**src/rtl/nnfc_pkg.sv**
```systemverilog
// Shared definitions for the layer sequencer: default geometry and FSM state encoding.
package nnfc_pkg;

    localparam int unsigned NUM_MACS_DEF   = 4;
    localparam int unsigned ADDR_WIDTH_DEF = 10;
    localparam int unsigned TILE_WIDTH_DEF = 8;

    localparam logic [2:0] ST_IDLE    = 3'd0;
    localparam logic [2:0] ST_LOAD    = 3'd1;
    localparam logic [2:0] ST_FETCH   = 3'd2;
    localparam logic [2:0] ST_COMPUTE = 3'd3;
    localparam logic [2:0] ST_NEXT    = 3'd4;
    localparam logic [2:0] ST_DONE    = 3'd5;

    typedef enum logic [2:0] {
        StIdle    = ST_IDLE,
        StLoad    = ST_LOAD,
        StFetch   = ST_FETCH,
        StCompute = ST_COMPUTE,
        StNext    = ST_NEXT,
        StDone    = ST_DONE
    } seq_state_e;

endpackage

```
**src/rtl/layer_sequencer.sv**
```systemverilog
// Walks a layer tile by tile: reset/configure the fetch arbiter, wait for fetch,
// kick all MAC lanes, collect their completions, then step the base address.
module layer_sequencer
    import nnfc_pkg::*;
#(
    parameter int unsigned NUM_MACS   = NUM_MACS_DEF,
    parameter int unsigned ADDR_WIDTH = ADDR_WIDTH_DEF,
    parameter int unsigned TILE_WIDTH = TILE_WIDTH_DEF
) (
    input  logic                  clk,
    input  logic                  rst,
    input  logic                  start,
    input  logic [ADDR_WIDTH-1:0] cfg_base_addr,
    input  logic [ADDR_WIDTH-1:0] cfg_stride,
    input  logic [ADDR_WIDTH-1:0] cfg_start_offset,
    input  logic [TILE_WIDTH-1:0] cfg_num_tiles,
    output logic                  busy,
    output logic                  done,
    output logic [TILE_WIDTH-1:0] tile_idx,
    output logic                  arb_rst,
    output logic                  arb_en,
    output logic [ADDR_WIDTH-1:0] arb_base_addr,
    output logic [ADDR_WIDTH-1:0] arb_start_offset,
    output logic [ADDR_WIDTH-1:0] arb_stride,
    input  logic                  arb_all_done,
    output logic [NUM_MACS-1:0]   mac_start,
    input  logic [NUM_MACS-1:0]   mac_done
);

    function automatic logic [ADDR_WIDTH-1:0] step_base(input logic [ADDR_WIDTH-1:0] base,
                                                        input logic [ADDR_WIDTH-1:0] stride);
        return base + stride * ADDR_WIDTH'(NUM_MACS);
    endfunction

    seq_state_e            r_state, w_state_d;
    logic [TILE_WIDTH-1:0] r_tile_idx, w_tile_idx_d;
    logic [TILE_WIDTH-1:0] r_num_tiles, w_num_tiles_d;
    logic [ADDR_WIDTH-1:0] r_base, w_base_d;
    logic [ADDR_WIDTH-1:0] r_offset, w_offset_d;
    logic [ADDR_WIDTH-1:0] r_stride, w_stride_d;
    logic [NUM_MACS-1:0]   r_mask, w_mask_d;
    logic [NUM_MACS-1:0]   w_mask_or;
    logic                  r_busy, w_busy_d;
    logic                  r_done, w_done_d;
    logic                  r_arb_rst, w_arb_rst_d;
    logic                  r_arb_en, w_arb_en_d;
    logic [NUM_MACS-1:0]   r_mac_start, w_mac_start_d;

    assign w_mask_or = r_mask | mac_done;

    always_comb begin
        w_state_d     = r_state;
        w_tile_idx_d  = r_tile_idx;
        w_num_tiles_d = r_num_tiles;
        w_base_d      = r_base;
        w_offset_d    = r_offset;
        w_stride_d    = r_stride;
        w_mask_d      = r_mask;

        case (r_state)
            StIdle: begin
                if (start) begin
                    w_base_d      = cfg_base_addr;
                    w_offset_d    = cfg_start_offset;
                    w_stride_d    = cfg_stride;
                    w_num_tiles_d = cfg_num_tiles;
                    w_tile_idx_d  = '0;
                    w_state_d     = (cfg_num_tiles == '0) ? StDone : StLoad;
                end
            end
            StLoad: w_state_d = StFetch;
            StFetch: begin
                if (arb_all_done) begin
                    w_mask_d  = '0;
                    w_state_d = StCompute;
                end
            end
            StCompute: begin
                w_mask_d = w_mask_or;
                if (&w_mask_or) begin
                    w_state_d = StNext;
                end
            end
            StNext: begin
                if (r_tile_idx == r_num_tiles - TILE_WIDTH'(1)) begin
                    w_state_d = StDone;
                end else begin
                    w_tile_idx_d = r_tile_idx + TILE_WIDTH'(1);
                    w_base_d     = step_base(r_base, r_stride);
                    w_state_d    = StLoad;
                end
            end
            StDone:  w_state_d = StIdle;
            default: w_state_d = StIdle;
        endcase

        // Outputs are decoded from the next state so the registered copy lines up with it.
        w_busy_d      = (w_state_d != StIdle);
        w_done_d      = (w_state_d == StDone);
        w_arb_rst_d   = (w_state_d == StLoad);
        w_arb_en_d    = (w_state_d == StFetch);
        w_mac_start_d = {NUM_MACS{(w_state_d == StCompute) && (r_state != StCompute)}};
    end

    always_ff @(posedge clk or posedge rst) begin
        if (rst) begin
            r_state     <= StIdle;
            r_tile_idx  <= '0;
            r_num_tiles <= '0;
            r_base      <= '0;
            r_offset    <= '0;
            r_stride    <= '0;
            r_mask      <= '0;
            r_busy      <= 1'b0;
            r_done      <= 1'b0;
            // Held high through reset so the arbiter is reset alongside us.
            r_arb_rst   <= 1'b1;
            r_arb_en    <= 1'b0;
            r_mac_start <= '0;
        end else begin
            r_state     <= w_state_d;
            r_tile_idx  <= w_tile_idx_d;
            r_num_tiles <= w_num_tiles_d;
            r_base      <= w_base_d;
            r_offset    <= w_offset_d;
            r_stride    <= w_stride_d;
            r_mask      <= w_mask_d;
            r_busy      <= w_busy_d;
            r_done      <= w_done_d;
            r_arb_rst   <= w_arb_rst_d;
            r_arb_en    <= w_arb_en_d;
            r_mac_start <= w_mac_start_d;
        end
    end

    assign busy             = r_busy;
    assign done             = r_done;
    assign tile_idx         = r_tile_idx;
    assign arb_rst          = r_arb_rst;
    assign arb_en           = r_arb_en;
    assign arb_base_addr    = r_base;
    assign arb_start_offset = r_offset;
    assign arb_stride       = r_stride;
    assign mac_start        = r_mac_start;

endmodule
```
**config.mk**
```make
export PLATFORM = sky130hd
export DESIGN_NAME = layer_sequencer
export DESIGN_NICKNAME = d
export VERILOG_FILES = /design/src/rtl/nnfc_pkg.sv /design/src/rtl/layer_sequencer.sv
export SDC_FILE = /design/constraint.sdc
export NUM_CORES = 1
export LEC_CHECK = 0
export BUFFER_PORTS_ARGS = -buffer_cell sky130_fd_sc_hd__buf_4
export CAP_MARGIN = 10
export CORE_MARGIN = 2
export CORE_UTILIZATION = 51
export DETAILED_ROUTE_END_ITERATION = 8
export HOLD_SLACK_MARGIN = 0.06
export PLACE_DENSITY = 0.87
export SYNTH_ARGS = -nofsm -noshare
export SYNTH_HDL_FRONTEND = slang
export SYNTH_SLANG_ARGS = --single-unit
```
**constraint.sdc**
```tcl
create_clock -name clk -period 2.7 [get_ports clk]
set_input_delay 0.54 -clock clk [delete_from_list [all_inputs] [get_ports clk]]
set_output_delay 0.54 -clock clk [all_outputs]
set_load 0.03 [all_outputs]
```
==> impl_results.rst, run 1 <==
.. list-table::
   :header-rows: 1

   * - Metric
     - Value
   * - Status
     - completed
   * - Kind of end point of the critical path
     - flip-flop
   * - Total wirelength of the detailed-routed design
     - 6.87 mm
   * - Post-DRT Antenna Nets
     - 0
   * - Effective utilization at floorplan
     - 0.526
   * - Share of power burned in registers
     - 0.332
   * - Number of antenna repair diodes
     - 0
   * - Netlist Area Pre-Place
     - 2900 µm²
   * - Post-layout minimum cycle time
     - 2.58 ns
   * - Logic depth of the worst register-to-register path
     - 7
   * - Int Power
     - 2640 µW
   * - Via-per-instance ratio
     - 5.31
   * - Worst Setup Slack, final
     - 0.118 ns
   * - Clock Tree Root
     - sky130_fd_sc_hd__clkbuf_8
   * - Die Footprint
     - 6300 µm²
   * - Post_cts resized
     - 0
   * - Hold Path Class
     - in2async
   * - Endpoint of the worst setup timing path
     - arb_base_addr[9]$_DFFE_PP0P_
   * - Data required time at the worst endpoint
     - 2.91 ns
   * - Clock insertion delay at the later pin of the skew report
     - 0.33 ns
   * - Hold violation count in the final report
     - 0
   * - Chip width
     - 79.3 µm
   * - Count of flip-flops with a built-in enable after synthesis
     - 0
   * - Number of primary I/O pins
     - 92
   * - Clock tree from TritonCTS
     - done
   * - Wire length of the first global-routing pass
     - 11.4 mm
   * - Setup slack at placement
     - 0.147 ns
   * - Worst clock skew
     - 0.0113 ns
   * - Cell row count
     - 27
   * - Final design area excluding fillers
     - 3830 µm²
   * - Distinct cell type count after synthesis
     - 44
   * - R2r endpoint
     - arb_base_addr[9]$_DFFE_PP0P_
   * - Maximum buffer depth of the clock tree
     - 2
   * - Clock-pin slew on the worst setup and hold paths
     - 0.07 ns
   * - Proportion of power drawn by combinational gates
     - 0.524
   * - Number of warnings printed during yosys synthesis
     - 0
   * - Number of violations of the max-capacitance limit
     - 0
   * - CTS sink count
     - 58
   * - CP Launch Type
     - flip-flop
   * - Number of iterations in the first detailed-routing pass
     - 4
   * - Max Clk Rate
     - 387 MHz
   * - Vias in the first global route
     - 2,526
   * - Slew Limit Fails
     - 0
   * - CORE AREA
     - 5510 µm²
   * - Arrival time at the worst endpoint
     - 2.79 ns
   * - Largest vdd supply drop
     - 0.784 mV
   * - Register-to-register setup slack
     - 0.12 ns
   * - Number of violations reported at the end of detailed-routing iteration 0
     - 220
   * - Number of antenna violations at the first check in global routing
     - 0
   * - Total number of nets in the final design
     - 473
   * - Launching point of the worst reg2reg path
     - r_num_tiles[0]$_DFFE_PP0P_
   * - Largest stage delay on the critical path
     - 0.55 ns
   * - Count of input and output buffers
     - 91
   * - Clock share of power
     - 0.143
   * - Worst-path fanout max
     - 7
   * - GPL Wtd Cong
     - 0.845
   * - Buffer count from post-CTS setup fixing
     - 0
   * - Placed cell count
     - 478
   * - Instance count of the mapped netlist
     - 322
   * - Slew headroom
     - 0.601
   * - Maximum number of pins on one net before global-route repair
     - 35
   * - Number of nets produced by synthesis
     - 378
   * - RSZ-0062 raised after global routing
     - no
   * - NetSw
     - 2170 µW
   * - Static leakage
     - 0.00199 µW
   * - Detailed placer's ending HPWL
     - 5.16 mm
   * - Crit path kind
     - reg2reg
   * - Remaining routing DRC violations
     - 0
   * - Most frequently used flop master after synthesis
     - sky130_fd_sc_hd__dfrtp_1
   * - Switching part of the total
     - 0.451
   * - Transition at the pin with the smallest max-transition slack
     - 0.593 ns
   * - Setup crit start
     - r_num_tiles[0]$_DFFE_PP0P_
   * - Clock buffer count from CTS
     - 9
   * - Pwr Density
     - 1250 nW/µm²
   * - Area growth from synthesis to layout
     - 32.3%
   * - Post-placement cell area
     - 3660 µm²
   * - Total via count after detailed routing
     - 2,619
   * - Hold buffer count at CTS
     - 0
   * - Average cell area after synthesis
     - 8.99 µm²
   * - Part of the Yosys area used for sequential elements
     - 0.502
   * - Overall Global Routing Usage
     - 0.236
   * - Setup violators final
     - 0
   * - Total negative slack for setup checks
     - 0 ns
   * - Final Cycle Share
     - 0.956
   * - Vertical extent of the die
     - 79.3 µm
   * - Register bit count reported by yosys
     - 58
   * - Layout cell share with drive strength beyond 1
     - 0.290
   * - Number of H-tree branching levels
     - 3
   * - Slowest-stage cell, CP
     - sky130_fd_sc_hd__or4_1
   * - Detailed-route wire length per cell
     - 13.9 µm
   * - FFs w/ async S/R, synth
     - 1.00
   * - Core Util, Final
     - 0.696
   * - Remaining global-route overflow
     - 0
   * - Worst-path cell chain
     - or4_1 -> nor4_2 -> xnor2_1 -> nand4_2 -> nor2b_4 -> mux2_1 -> a221o_1
   * - Number of standard cells in the layout, taps in and fillers out
     - 493
power by group through the flow:
stage / Clock, µW / Combinational (µW) / Sequential (µW)
final: 689 / 2520 / 1600
after CTS: 700 / 2530 / 1590
after floorplan: 0 / 1250 / 2050
after detailed placement: 0 / 2520 / 1600
after global routing: 744 / 2770 / 1650
after global placement: 0 / 2440 / 1580
worst min path at each step:
stage                                          from                              end  cells after the start
floorplan                r_num_tiles[7]$_DFFE_PP0P_       r_num_tiles[7]$_DFFE_PP0P_                      2
global placement       arb_base_addr[0]$_DFFE_PP0P_     arb_base_addr[0]$_DFFE_PP0P_                      2
detailed placement  arb_start_offset[9]$_DFFE_PP0P_  arb_start_offset[9]$_DFFE_PP0P_                      2
global route                                    rst          tile_idx[0]$_DFFE_PP0P_                      2
CTS                                             rst     arb_base_addr[7]$_DFFE_PP0P_                      2
finish                                          rst     arb_base_addr[7]$_DFFE_PP0P_                      2
critical path: cells and delay by family (launching register included):
kind / cells / cell delay, ns
multiplexers: 1 / 0.34
AO/OA/AOI/OAI: 1 / 0.29
XOR/XNOR: 1 / 0.20
AND/OR/NAND/NOR: 4 / 1.22
flip-flops: 1 / 0.41
cell usage after synthesis, drive strengths merged, types with 4 or more instances:
cell type / count / share of area
nand3: 12 / 0.021
dfrtp: 57 / 0.49
xor2: 11 / 0.033
xnor2: 8 / 0.024
buf: 4 / 0.0095
o22ai: 6 / 0.013
nor2: 20 / 0.027
nor3: 5 / 0.0086
inv: 17 / 0.022
a21oi: 16 / 0.028
clkbuf: 10 / 0.013
nand2: 93 / 0.12
ha: 9 / 0.039
o21ai: 14 / 0.024
and3: 5 / 0.011
logic make-up (layout without fill, tap and decap cells):
group           Yosys count  count (layout)  share of synthesized area
simple gates            148             148                      0.223
buf+inv                  31             130                     0.0445
xor+xnor                 19              19                     0.0575
compound gates           52              52                      0.112
mux                       4               4                     0.0151
flops                    58              58                      0.502
fa+ha+maj                10              10                     0.0458
stage by stage:
stage               hold slack (ns)  power, µW
floorplan                     0.466       3290
global placement              0.464       4020
detailed placement            0.469       4120
CTS                           0.299       4820
global route                  0.331       5160
finish                        0.282       4800
sequential cells by signal, indices dropped and copies added (netlist names):
| register | cells |
|---|---|
| arb_base_addr | 10 |
| arb_stride | 10 |
| done | 1 |
| arb_start_offset | 10 |
| arb_rst | 1 |
| r_num_tiles | 8 |
| arb_en | 1 |
| busy | 1 |
| r_mask | 4 |
| tile_idx | 8 |
| mac_start | 1 |
| r_state | 3 |
final cells by class:
class | instances | area [µm²]
Multi-Input combinational cell | 233 | 1320
Fill cell | 439 | 1680
Tap cell | 72 | 90.1
Timing Repair Buffer | 98 | 736
Clock buffer | 12 | 155
Inverter | 17 | 63.8
Clock inverter | 3 | 15.0
Sequential cell | 58 | 1450
routing by layer:
layer | up-vias | share of wire | global-route usage
li1 | 1261 | - | -
met1 | 1250 | 0.42 | 0.300
met2 | 92 | 0.50 | 0.381
met3 | 16 | 0.060 | 0.0489
met4 | 0 | 0.023 | 0.121
met5 | - | 0 | 0
cells in the final DEF, fill, tap and decap left out, drive strengths merged, types with 6 or more instances in the layout:
master	Yosys	routed
xor2	11	11
buf	4	98
nand2	93	93
nor2	20	20
nand3	12	12
o21ai	14	14
dfrtp	57	57
a21oi	16	16
inv	17	17
clkbuf	10	12
xnor2	8	8
o22ai	6	6
ha	9	9
Note: power is estimated with default switching activity, not from simulation.
==> inputs of run 2 (changes only) <==
--- a/config.mk
+++ b/config.mk
@@ -7,11 +7,13 @@
 export LEC_CHECK = 0
 export BUFFER_PORTS_ARGS = -buffer_cell sky130_fd_sc_hd__buf_4
 export CAP_MARGIN = 10
+export CELL_PAD_IN_SITES_DETAIL_PLACEMENT = 0
+export CELL_PAD_IN_SITES_GLOBAL_PLACEMENT = 1
 export CORE_MARGIN = 2
-export CORE_UTILIZATION = 51
+export CORE_UTILIZATION = 37
 export DETAILED_ROUTE_END_ITERATION = 8
 export HOLD_SLACK_MARGIN = 0.06
-export PLACE_DENSITY = 0.87
+export PLACE_DENSITY = 0.86
 export SYNTH_ARGS = -nofsm -noshare
 export SYNTH_HDL_FRONTEND = slang
 export SYNTH_SLANG_ARGS = --single-unit
==> run 2 against run 1 <==
Register-to-register slack gained 0.06 ns. Worst setup slack improved by 0.058 ns. Via count fell by 4.0%. Flip-flop and latch count did not move. Clock skew down 0.0028 ns. First-iteration DRC count fell by 31%.
==> impl_results.rst, run 2 (synthesized netlist as in run 1, its figures left out) <==
.. list-table::
   :header-rows: 1

   * - Metric
     - Value
   * - Buffer count from post-CTS setup fixing
     - 0
   * - Wire length of the first global-routing pass
     - 12.1 mm
   * - Remaining global-route overflow
     - 0
   * - Number of iterations in the first detailed-routing pass
     - 6
   * - Transition at the pin with the smallest max-transition slack
     - 0.676 ns
   * - Remaining routing DRC violations
     - 0
   * - Data required time at the worst endpoint
     - 2.92 ns
   * - Worst clock skew
     - 0.00853 ns
   * - CORE AREA
     - 7650 µm²
   * - Max Clk Rate
     - 396 MHz
   * - Area growth from synthesis to layout
     - 36.7%
   * - Effective utilization at floorplan
     - 0.379
   * - Number of H-tree branching levels
     - 3
   * - Top library cells by usage in the layout, fill and taps aside
     - sky130_fd_sc_hd__buf_4, sky130_fd_sc_hd__nand2_1, sky130_fd_sc_hd__dfrtp_1, sky130_fd_sc_hd__nor2_1
   * - Vertical extent of the die
     - 92.5 µm
   * - Number of standard cells in the layout, taps in and fillers out
     - 524
   * - Vias in the first global route
     - 2,558
   * - Kind of end point of the critical path
     - flip-flop
   * - RSZ-0062 raised after global routing
     - no
   * - Hold buffer count at CTS
     - 0
   * - Number of violations of the max-capacitance limit
     - 0
   * - Die Footprint
     - 8550 µm²
   * - Post_cts resized
     - 0
   * - Chip width
     - 92.5 µm
   * - Clock buffer count from CTS
     - 9
   * - Hold violation count in the final report
     - 0
   * - Number of antenna violations at the first check in global routing
     - 0
   * - Final Cycle Share
     - 0.935
   * - Count of input and output buffers
     - 91
   * - Number of antenna repair diodes
     - 0
   * - Total number of nets in the final design
     - 473
   * - Cell row count
     - 32
   * - Status
     - completed
   * - Clock Tree Root
     - sky130_fd_sc_hd__clkbuf_8
   * - Number of violations reported at the end of detailed-routing iteration 0
     - 151
   * - Setup violators final
     - 0
   * - Largest vdd supply drop
     - 0.652 mV
   * - Clock insertion delay at the later pin of the skew report
     - 0.34 ns
   * - Static leakage
     - 0.00202 µW
   * - Maximum number of pins on one net before global-route repair
     - 35
   * - Most frequent standard cell in the layout excluding fill and tap cells
     - sky130_fd_sc_hd__buf_4
   * - Overall Global Routing Usage
     - 0.178
   * - Met2 Routed Length
     - 3.20 mm
   * - Met1 WL
     - 3.18 mm
   * - CTS sink count
     - 58
   * - Detailed-route wire length per cell
     - 13.4 µm
   * - Slew Limit Fails
     - 0
   * - Arrival time at the worst endpoint
     - 2.75 ns
   * - Total negative slack for setup checks
     - 0 ns
   * - Highest layer used for signal routing
     - met4
   * - Slew headroom
     - 0.546
   * - Maximum buffer depth of the clock tree
     - 2
   * - Total wirelength of the detailed-routed design
     - 7.01 mm
   * - Register-to-register setup slack
     - 0.18 ns
   * - Post-layout minimum cycle time
     - 2.52 ns
   * - Worst-path fanout max
     - 7
   * - GPL Wtd Cong
     - 0.861
   * - Crit path kind
     - reg2reg
   * - Hold Path Class
     - in2async
   * - Number of primary I/O pins
     - 92
   * - Detailed placer's ending HPWL
     - 5.18 mm
   * - Pwr Density
     - 1290 nW/µm²
   * - Clock-pin slew on the worst setup and hold paths
     - 0.07 ns
   * - Clock tree from TritonCTS
     - done
   * - Via-per-instance ratio
     - 4.80
   * - Post-DRT Antenna Nets
     - 0
   * - Met3 wire length
     - 502 µm
   * - Layout cell share with drive strength beyond 1
     - 0.294
   * - CP Launch Type
     - flip-flop
   * - Placed cell count
     - 508
   * - Total via count after detailed routing
     - 2,513
-- run 2: cell types whose count changed in the layout (fill, tap and decap cells not counted), sizes merged --
| cell | previous run | this run |
|---|---|---|
| bufinv | 0 | 3 |
| clkbuf | 12 | 10 |
| clkinv | 3 | 1 |
| clkinvlp | 0 | 2 |
-- run 2: worst max-delay path, cell delays in order, from the launching register on --
cell                      delay, ns
sky130_fd_sc_hd__dfrtp_1       0.42
sky130_fd_sc_hd__or4_1         0.58
sky130_fd_sc_hd__nor4_2        0.20
sky130_fd_sc_hd__xnor2_1       0.18
sky130_fd_sc_hd__nand4_2       0.22
sky130_fd_sc_hd__nor2b_4       0.21
sky130_fd_sc_hd__mux2_1        0.32
sky130_fd_sc_hd__a221o_1       0.29
-- run 2: where the power goes --
part,total (µW),switching [µW],internal (µW)
logic,2490,1470,1020
clock network,1000,362,639
registers,1590,352,1240
total,5090,2180,2900
-- run 2: path summary, 6_finish.rpt --
path / start / end / cells after the start
setup / recovery: r_num_tiles[0]$_DFFE_PP0P_ / arb_base_addr[9]$_DFFE_PP0P_ / 7
hold / removal: rst / arb_stride[9]$_DFFE_PP0P_ / 2
setup reg to reg: r_num_tiles[0]$_DFFE_PP0P_ / arb_base_addr[9]$_DFFE_PP0P_ / 7
hold reg to reg: arb_start_offset[6]$_DFFE_PP0P_ / arb_start_offset[6]$_DFFE_PP0P_ / 2
max in group asynchronous: rst / arb_rst$_DFF_PP1_ / 3
min in group clk: cfg_start_offset[2] / arb_start_offset[2]$_DFFE_PP0P_ / 3
-- run 2: per-layer routing --
| metal | GRT usage | vias to the layer above |
|---|---|---|
| met5 | 0 | - |
| met4 | 0.0833 | 0 |
| met3 | 0.0472 | 15 |
| met2 | 0.274 | 76 |
| met1 | 0.235 | 1156 |
| li1 | - | 1266 |
-- run 2: final cells by class --
type,instances,area [µm²]
fillers,732,3690
flip-flops and latches,58,1450
multi-input cells,233,1310
repair buffers,98,748
clock buffers,10,138
well taps,102,128
clock inverters,6,114
inverters,17,63.8
-- run 2: metrics by stage --
step / util / total power (µW) / instance area (µm²) / worst slack (ns) / hold WS (ns)
finish: 0.518 / 5090 / 3960 / 0.176 / 0.276
global route: 0.518 / 5490 / 3960 / 0.0355 / 0.319
CTS: 0.518 / 5140 / 3960 / 0.170 / 0.296
detailed placement: 0.485 / 4120 / 3710 / 0.184 / 0.468
global placement: 0.485 / 4060 / 3710 / 0.272 / 0.459
floorplan: - / 3290 / 2900 / 0.348 / 0.466
